### src/rtl/cplx_conj_rot.sv
// cplx_conj_rot: streaming I/Q conditioner applying pass / conjugate / negate /
// xj / x-j / IQ-swap, with the operation latched at frame start, optional
// saturation of the most-negative code on negation, and a saturation counter.
// Fixed two-cycle latency from data_en_i to data_en_o.
module cplx_conj_rot #(
    parameter int DATA_SIZE = 16,
    parameter bit SATURATE  = 1'b1,
    parameter int CNT_SIZE  = 16
) (
    input  logic                 data_clk_i,
    input  logic                 data_rst_i,
    input  logic [DATA_SIZE-1:0] data_i_i,
    input  logic [DATA_SIZE-1:0] data_q_i,
    input  logic                 data_en_i,
    input  logic                 data_sof_i,
    input  logic                 data_eof_i,
    input  logic [2:0]           mode_i,
    input  logic                 sat_clr_i,
    output logic [DATA_SIZE-1:0] data_i_o,
    output logic [DATA_SIZE-1:0] data_q_o,
    output logic                 data_en_o,
    output logic                 data_sof_o,
    output logic                 data_eof_o,
    output logic [2:0]           mode_o,
    output logic [CNT_SIZE-1:0]  sat_cnt_o
);

    typedef enum logic {
        IDLE,
        IN_FRAME
    } state_t;

    typedef enum logic [2:0] {
        MODE_PASS = 3'd0,
        MODE_CONJ = 3'd1,
        MODE_NEG  = 3'd2,
        MODE_MULJ = 3'd3,
        MODE_MULNJ = 3'd4,
        MODE_SWAP = 3'd5
    } mode_t;

    localparam logic [DATA_SIZE-1:0] MIN_VAL = {1'b1, {(DATA_SIZE-1){1'b0}}};
    localparam logic [DATA_SIZE-1:0] MAX_VAL = ~MIN_VAL;

    // Returns {sat_flag, value}; only the most-negative code can overflow.
    function automatic logic [DATA_SIZE:0] negate(input logic [DATA_SIZE-1:0] x);
        logic signed [DATA_SIZE:0] wide;
        wide = -$signed({x[DATA_SIZE-1], x});
        if (SATURATE && (x == MIN_VAL))
            negate = {1'b1, MAX_VAL};
        else
            negate = {1'b0, wide[DATA_SIZE-1:0]};
    endfunction

    state_t                 state;
    logic [2:0]             mode_q;
    logic                   latch;
    logic [2:0]             eff_mode;

    logic                   s1_en, s1_sof, s1_eof;
    logic [DATA_SIZE-1:0]   s1_i, s1_q;
    logic [2:0]             s1_mode;

    logic [DATA_SIZE:0]     neg_i, neg_q;
    logic [DATA_SIZE-1:0]   res_i, res_q;
    logic                   res_sat;
    logic                   sat_flag;

    // The latching sample (first after IDLE, or any sof) uses the new mode itself.
    assign latch    = data_en_i && ((state == IDLE) || data_sof_i);
    assign eff_mode = latch ? mode_i : mode_q;
    assign mode_o   = mode_q;

    // Frame FSM: every valid sample moves to IDLE on eof, otherwise IN_FRAME.
    always_ff @(posedge data_clk_i or posedge data_rst_i) begin
        // NOTE: state registers use non-blocking assignment so every flop samples pre-edge values.
        if (data_rst_i) begin
            state  <= IDLE;
            mode_q <= 3'd0;
        end else if (data_en_i) begin
            state <= data_eof_i ? IDLE : IN_FRAME;
            if (latch)
                mode_q <= mode_i;
        end
    end

    // Stage 1: capture the sample, its framing and the mode it must use.
    always_ff @(posedge data_clk_i or posedge data_rst_i) begin
        // NOTE: data registers are reset as well, because outputs must read 0 after reset.
        if (data_rst_i) begin
            s1_en   <= 1'b0;
            s1_sof  <= 1'b0;
            s1_eof  <= 1'b0;
            s1_i    <= '0;
            s1_q    <= '0;
            s1_mode <= 3'd0;
        end else begin
            s1_en  <= data_en_i;
            s1_sof <= data_en_i & data_sof_i;
            s1_eof <= data_en_i & data_eof_i;
            if (data_en_i) begin
                s1_i    <= data_i_i;
                s1_q    <= data_q_i;
                s1_mode <= eff_mode;
            end
        end
    end

    assign neg_i = negate(s1_i);
    assign neg_q = negate(s1_q);

    // Select the sign/swap combination; reserved modes fall through to pass.
    always_comb begin
        // NOTE: defaults first so every path assigns every output and no latch is inferred.
        res_i   = s1_i;
        res_q   = s1_q;
        res_sat = 1'b0;
        case (mode_t'(s1_mode))
            MODE_CONJ: begin
                res_q   = neg_q[DATA_SIZE-1:0];
                res_sat = neg_q[DATA_SIZE];
            end
            MODE_NEG: begin
                res_i   = neg_i[DATA_SIZE-1:0];
                res_q   = neg_q[DATA_SIZE-1:0];
                res_sat = neg_i[DATA_SIZE] | neg_q[DATA_SIZE];
            end
            MODE_MULJ: begin
                res_i   = neg_q[DATA_SIZE-1:0];
                res_q   = s1_i;
                res_sat = neg_q[DATA_SIZE];
            end
            MODE_MULNJ: begin
                res_i   = s1_q;
                res_q   = neg_i[DATA_SIZE-1:0];
                res_sat = neg_i[DATA_SIZE];
            end
            MODE_SWAP: begin
                res_i = s1_q;
                res_q = s1_i;
            end
            default: ;
        endcase
    end

    // Stage 2: register results; data holds its last valid value while idle.
    always_ff @(posedge data_clk_i or posedge data_rst_i) begin
        if (data_rst_i) begin
            data_en_o  <= 1'b0;
            data_sof_o <= 1'b0;
            data_eof_o <= 1'b0;
            sat_flag   <= 1'b0;
            data_i_o   <= '0;
            data_q_o   <= '0;
        end else begin
            data_en_o  <= s1_en;
            data_sof_o <= s1_sof;
            data_eof_o <= s1_eof;
            sat_flag   <= s1_en & res_sat;
            if (s1_en) begin
                data_i_o <= res_i;
                data_q_o <= res_q;
            end
        end
    end

    // Saturation counter: counts output samples carrying the sat flag, sticky at max, clear wins.
    always_ff @(posedge data_clk_i or posedge data_rst_i) begin
        if (data_rst_i)
            sat_cnt_o <= '0;
        else if (sat_clr_i)
            sat_cnt_o <= '0;
        else if (data_en_o && sat_flag && (sat_cnt_o != {CNT_SIZE{1'b1}}))
            sat_cnt_o <= sat_cnt_o + CNT_SIZE'(1);
    end

endmodule
### config.mk
export PLATFORM = sky130hd
export DESIGN_NAME = cplx_conj_rot
export DESIGN_NICKNAME = d
export VERILOG_FILES = /design/src/rtl/cplx_conj_rot.sv
export SDC_FILE = /design/constraint.sdc
export NUM_CORES = 1
export LEC_CHECK = 0
export ABC_AREA = 0
export CORE_ASPECT_RATIO = 0.5
export CORE_MARGIN = 10
export CORE_UTILIZATION = 49
export CTS_CLUSTER_DIAMETER = 200
export DETAILED_ROUTE_END_ITERATION = 8
export GPL_TIMING_DRIVEN = 0
export PLACE_DENSITY = 0.75
export SLEW_MARGIN = 10
export SYNTH_ARGS = -nofsm -noshare
export SYNTH_HDL_FRONTEND = slang
export SYNTH_SLANG_ARGS = --single-unit
### constraint.sdc
create_clock -name data_clk_i -period 2.9 [get_ports data_clk_i]
set_clock_uncertainty 0.05 [all_clocks]
set_input_delay 0.58 -clock data_clk_i [delete_from_list [all_inputs] [get_ports data_clk_i]]
set_output_delay 0.58 -clock data_clk_i [all_outputs]
set_load 0.03 [all_outputs]
### After elaboration in Yosys (flattened, before gate mapping)

Cells that the tools add are included.

* flip-flop bits (word level): 91
* output and inout bits: 54
* word-level logic and storage cells: 49

* $add $sub $neg: 3
* equal/unequal tests: 8
* muxes and demuxes: 9
* bitwise logic cells: 5
* reductions and logical operators: 10

Operator list (number)
* $pmux 16 s3: 2
* $mux 17: 2
* $eq 16x16->1 const B: 2
* $mux 16: 2
* $neg 16->16: 2
* $add 16x1->16 const B: 1
* $ne 16x16->1 const B: 1
* $reduce_or 2->1: 4
* $eq 3x2->1 const B: 2
* $eq 3x3->1 const B: 2
* $and 1x1->1: 3
* $eq 3x1->1 const B: 1
* $logic_and 1x1->1: 3
* $mux 3: 1
* $pmux 1 s3: 1
* $reduce_and 2->1: 1
* $reduce_bool 2->1: 1
* $logic_or 1x1->1: 1
* $mux 1: 1
* $not 1->1: 1
* $or 1x1->1: 1

### Logic depth before layout (Yosys ltp)

Gate-level depths: netlist of the first run.

* word-level depth: 5
* gate-level depth with buffers: 9
* mapped depth without buffers: 8

### Least setup slack after synthesis of the first run

OpenSTA, ideal clock, no wires.

* path kind: reg-to-reg
* start point: register s1_q[0]
* end point: register data_q_o[12]
* arrival: 2387 ps
* setup slack: 322 ps
* cell stages (with the launch flop): 9
* buffers on the path: 0
* clock period less this slack: 2578 ps
* cells stage by stage: dfrtp_1 inv_1 ha_1 or4b_2 or4b_1 nor3_1 a21oi_1 o2111ai_1 o221ai_1

* cells in the longest elaborated chain, start to end: 3
* elaborated cells on any way between the ends: 4
* classes of those cells: 1 x add/sub; 1 x eq/ne; 2 x mux

Ends and longest elaborated chain
* start, declared: RTL line 61 `logic [DATA_SIZE-1:0] s1_i, s1_q;`
* start signal, assigned: RTL line 103 `s1_q <= data_q_i;`
* $neg 16->16 or $eq 16x16->1 (tied branches): RTL line 48, 49
* $mux 17 (*): RTL line 49 `if (SATURATE && (x == MIN_VAL))`
* $pmux 16 s3 (*): RTL line 118 `case (mode_t'(s1_mode))`
* end signal, assigned: RTL line 162 `data_q_o <= res_q;`
* end, declared: RTL line 20 `output logic [DATA_SIZE-1:0] data_q_o,`

Mark *: on every way between the ends. The rest lies on a longest branch, timed or not.
A chain may end at the register's enable or synchronous reset.

### Worst setup path in the final report of the first run

* start point: register s1_q[0]
* end point: register data_q_o[8]

Same word-level chain as after synthesis.

==> out/results.tsv, run 1 <==
stage	metric	value	unit
status	status	completed	
min_path	hold_path.startpoint	s1_eof	
layout	nNetsFinal	776	
critical_path	cp-start-kind	flip-flop	
route	drtIter0Drc	728	
timing	finalSetupViolCount	0	
clocking	cts_htree_levels	3	
route	drc_errors	0	
grt	antenna_found_initial	0	
power	peakVddDrop	0.346	mV
power	power.density	616	nW/um2
min_path	min_path_cells	0	
timing	tightestPinTransition	0.885	ns
yosys	ys_ff_latch	91	
critical_path	arrival	3.00	ns
route	wire_per_inst	24.6	um
yosys	syn-num-nets	671	
critical_path	r2r_start	s1_q[0]	
layout	layout_commonest_cell	clkdlybuf4s50_1	
yosys	syn_area_per_cell	8.85	um2
grt	grt_max_degree	38	
yosys	synth_seq_area_share	41.0	%
critical_path	critical_path_peak_fanout	8	
die	rows	27	
yosys	ys.flop_type	dfrtp_1	
min_path	holdCritPathClass	reg2reg	
layout	diodes	0	
yosys	syn_area	5550	um2
layout	final_cell_mix	94 x clkdlybuf4s50_1, 88 x dfrtp_1, 65 x nor2_1	
yosys	synth_cells	627	
route	wirelength	21700	um
clocking	ctsRootBufferMaster	clkbuf_16	
timing	maxSlewViolCount	0	
clocking	hold_buffers	0	
yosys	synth_edf_count	0	
layout	post-route-util	64.5	%
grt	grt_pass1_vias	5426	
clocking	cts_made_buffers	9	
placement	gp_congestion	0.976	
min_path	min_to	data_eof_o	
grt	grt_first_pass_wirelength	32400	um
route	viasPerCell	6.47	
route	route.antenna.remaining_nets	0	
timing	hold_slack	0.306	ns
timing	max_freq	352	MHz
critical_path	critPathKind	reg2reg	
timing	timing.final.crit_period	2.84	ns
die	die_height	95.3	um
critical_path	r2r_setup_slack	0.06	ns
yosys	ys_types	60	
placement	dpl.hpwl	16100	um
die	start_util	50.4	%
power	fin_total_pwr	4.38	mW
clocking	clock_latency	0.34	ns
clocking	cts.sinks	91	
die	die_w	171	um
die	core	11000	um2
critical_path	cp-end-kind	flip-flop	
timing	rsz0062_at_grt	no	
placement	port_buffers	94	
timing	slew_headroom	41.0	%
route	vias	5709	
layout	area.growth.synth_to_final	27.9	%
critical_path	crit_required	3.07	ns
clocking	cts_tree	yes	
clocking	cts.clk_slew.worst_paths	0.07	ns
die	dieArea	16200	um2
timing	hold_viol_final	0	
timing	fin_crit_sh	97.9	%
layout	nFillCells	916	
critical_path	worst_r2r_path_depth	8	
yosys	async_flop_share	100	%
layout	drive_above_1_share	11.7	%
clocking	clk_path_buf_depth	2	
critical_path	r2r-end	data_q_o[8]	
job	drv_cap	0	
power	p_leak	2.76	nW
grt	grt_usage	26.1	%
yosys	yosysWarnings	0	
grt	globalRouteOverflowTotal	0	
die	num_io_pins	95	
route	firstDrtPassIters	5	
[sequential cells by signal (all words and copies together), names as in the netlist]
name	cells
data_en_o	1
state	1
s1_mode	3
s1_sof	1
s1_en	1
sat_cnt_o	16
s1_q	16
s1_eof	1
data_i_o	16
data_eof_o	1
data_q_o	16
data_sof_o	1
s1_i	16
sat_flag	1
[timing repair]
action                                  in CTS  in global routing
pin swaps                                    0                  2
endpoints found under the setup margin      18                 20
buffers inserted                             0                  1
gates resized for setup                     11                 15
[Yosys cell counts (all sizes together) (6+ instances only)]
cell	count	area, um2
nor4	9	56.3
and2	7	43.8
o22ai	17	106
mux2i	13	130
nor2	66	248
o21ai	46	234
xor2	19	166
nand2	47	176
nand2b	12	75.1
a21oi	37	185
nor2b	6	37.5
mux2	31	349
o221ai	11	96.3
dfrtp	91	2280
a31oi	10	62.6
or4	10	86.3
xnor2	8	70.1
o31ai	7	52.6
nor3	8	40.0
or3	7	43.8
nand4	9	56.3
buf	10	65.1
clkbuf	41	154
nand3	16	80.1
inv	24	90.1
[power by group]
group          total, mW  internal [mW]  switching, mW
registers           1.59           1.44          0.151
logic               1.63          0.606           1.02
clock network       1.15          0.599          0.555
total               4.38           2.65           1.73
[final cells by class]
class | count | area, um2 | area share (%)
Tap cell | 145 | 181 | 2.56
Multi-Input combinational cell | 461 | 3050 | 43.0
Buffer | 48 | 214 | 3.01
Clock buffer | 9 | 225 | 3.17
Clock inverter | 7 | 60.1 | 0.846
Inverter | 24 | 93.8 | 1.32
Timing Repair Buffer | 97 | 988 | 13.9
Sequential cell | 91 | 2280 | 32.1
[worst max-delay path, cell delays in order, from the launching register on]
cell,delay [ns]
dfrtp_2,0.47
inv_2,0.13
ha_2,0.26
or3b_2,0.63
nor3_1,0.23
mux2i_1,0.34
nand2b_1,0.18
a21oi_1,0.08
o31ai_1,0.32
[cells by family after synthesis]
group,synth area share [%]
adder cells (fa/ha/maj),0.676
AND/OR/NAND/NOR,19.5
XOR/XNOR,4.26
AO/OA/AOI/OAI,20.3
flip-flops,41.0
multiplexers,8.63
buffers and inverters,5.57
[through the flow]
stage                     worst slack (ns)  setup TNS [ns]  instances  instance area (um2)
after floorplan                      0.322               0        627                 5550
after global placement              -0.389           -3.83        866                 6680
after detailed placement            -0.339           -2.01        868                 6720
after CTS                          0.00881               0        883                 7040
after global routing                0.0113               0        882                 7100
final                               0.0622               0        882                 7100
[routing by layer]
metal	vias up	GRT usage, %	routed length [um]
li1	2497	-	-
met2	395	39.5	9540
met3	36	7.87	2510
met5	-	0	0
met4	0	6.38	322
met1	2781	35.7	9340
[worst max path at each step]
stage / startpoint / to / slack, ns / cells past startpoint
after global placement: s1_i[1] / data_i_o[0] / -0.39 / 9
after CTS: s1_q[0] / data_q_o[12] / 0.009 / 8
after global routing: s1_i[0] / data_i_o[12] / 0.01 / 8
final: s1_q[0] / data_q_o[8] / 0.06 / 8
after floorplan: s1_q[0] / data_q_o[12] / 0.32 / 8
after detailed placement: s1_i[1] / data_i_o[0] / -0.34 / 9
(Power assumes the default switching activity.)
==> run 2: changes to the inputs <==
--- a/config.mk
+++ b/config.mk
@@ -6,6 +6,7 @@
 export NUM_CORES = 1
 export LEC_CHECK = 0
 export ABC_AREA = 0
+export CAP_MARGIN = 20
 export CORE_ASPECT_RATIO = 0.5
 export CORE_MARGIN = 10
 export CORE_UTILIZATION = 49
==> results of run 2 <==
Final layout, timing and power as in run 1 (identical DEF).
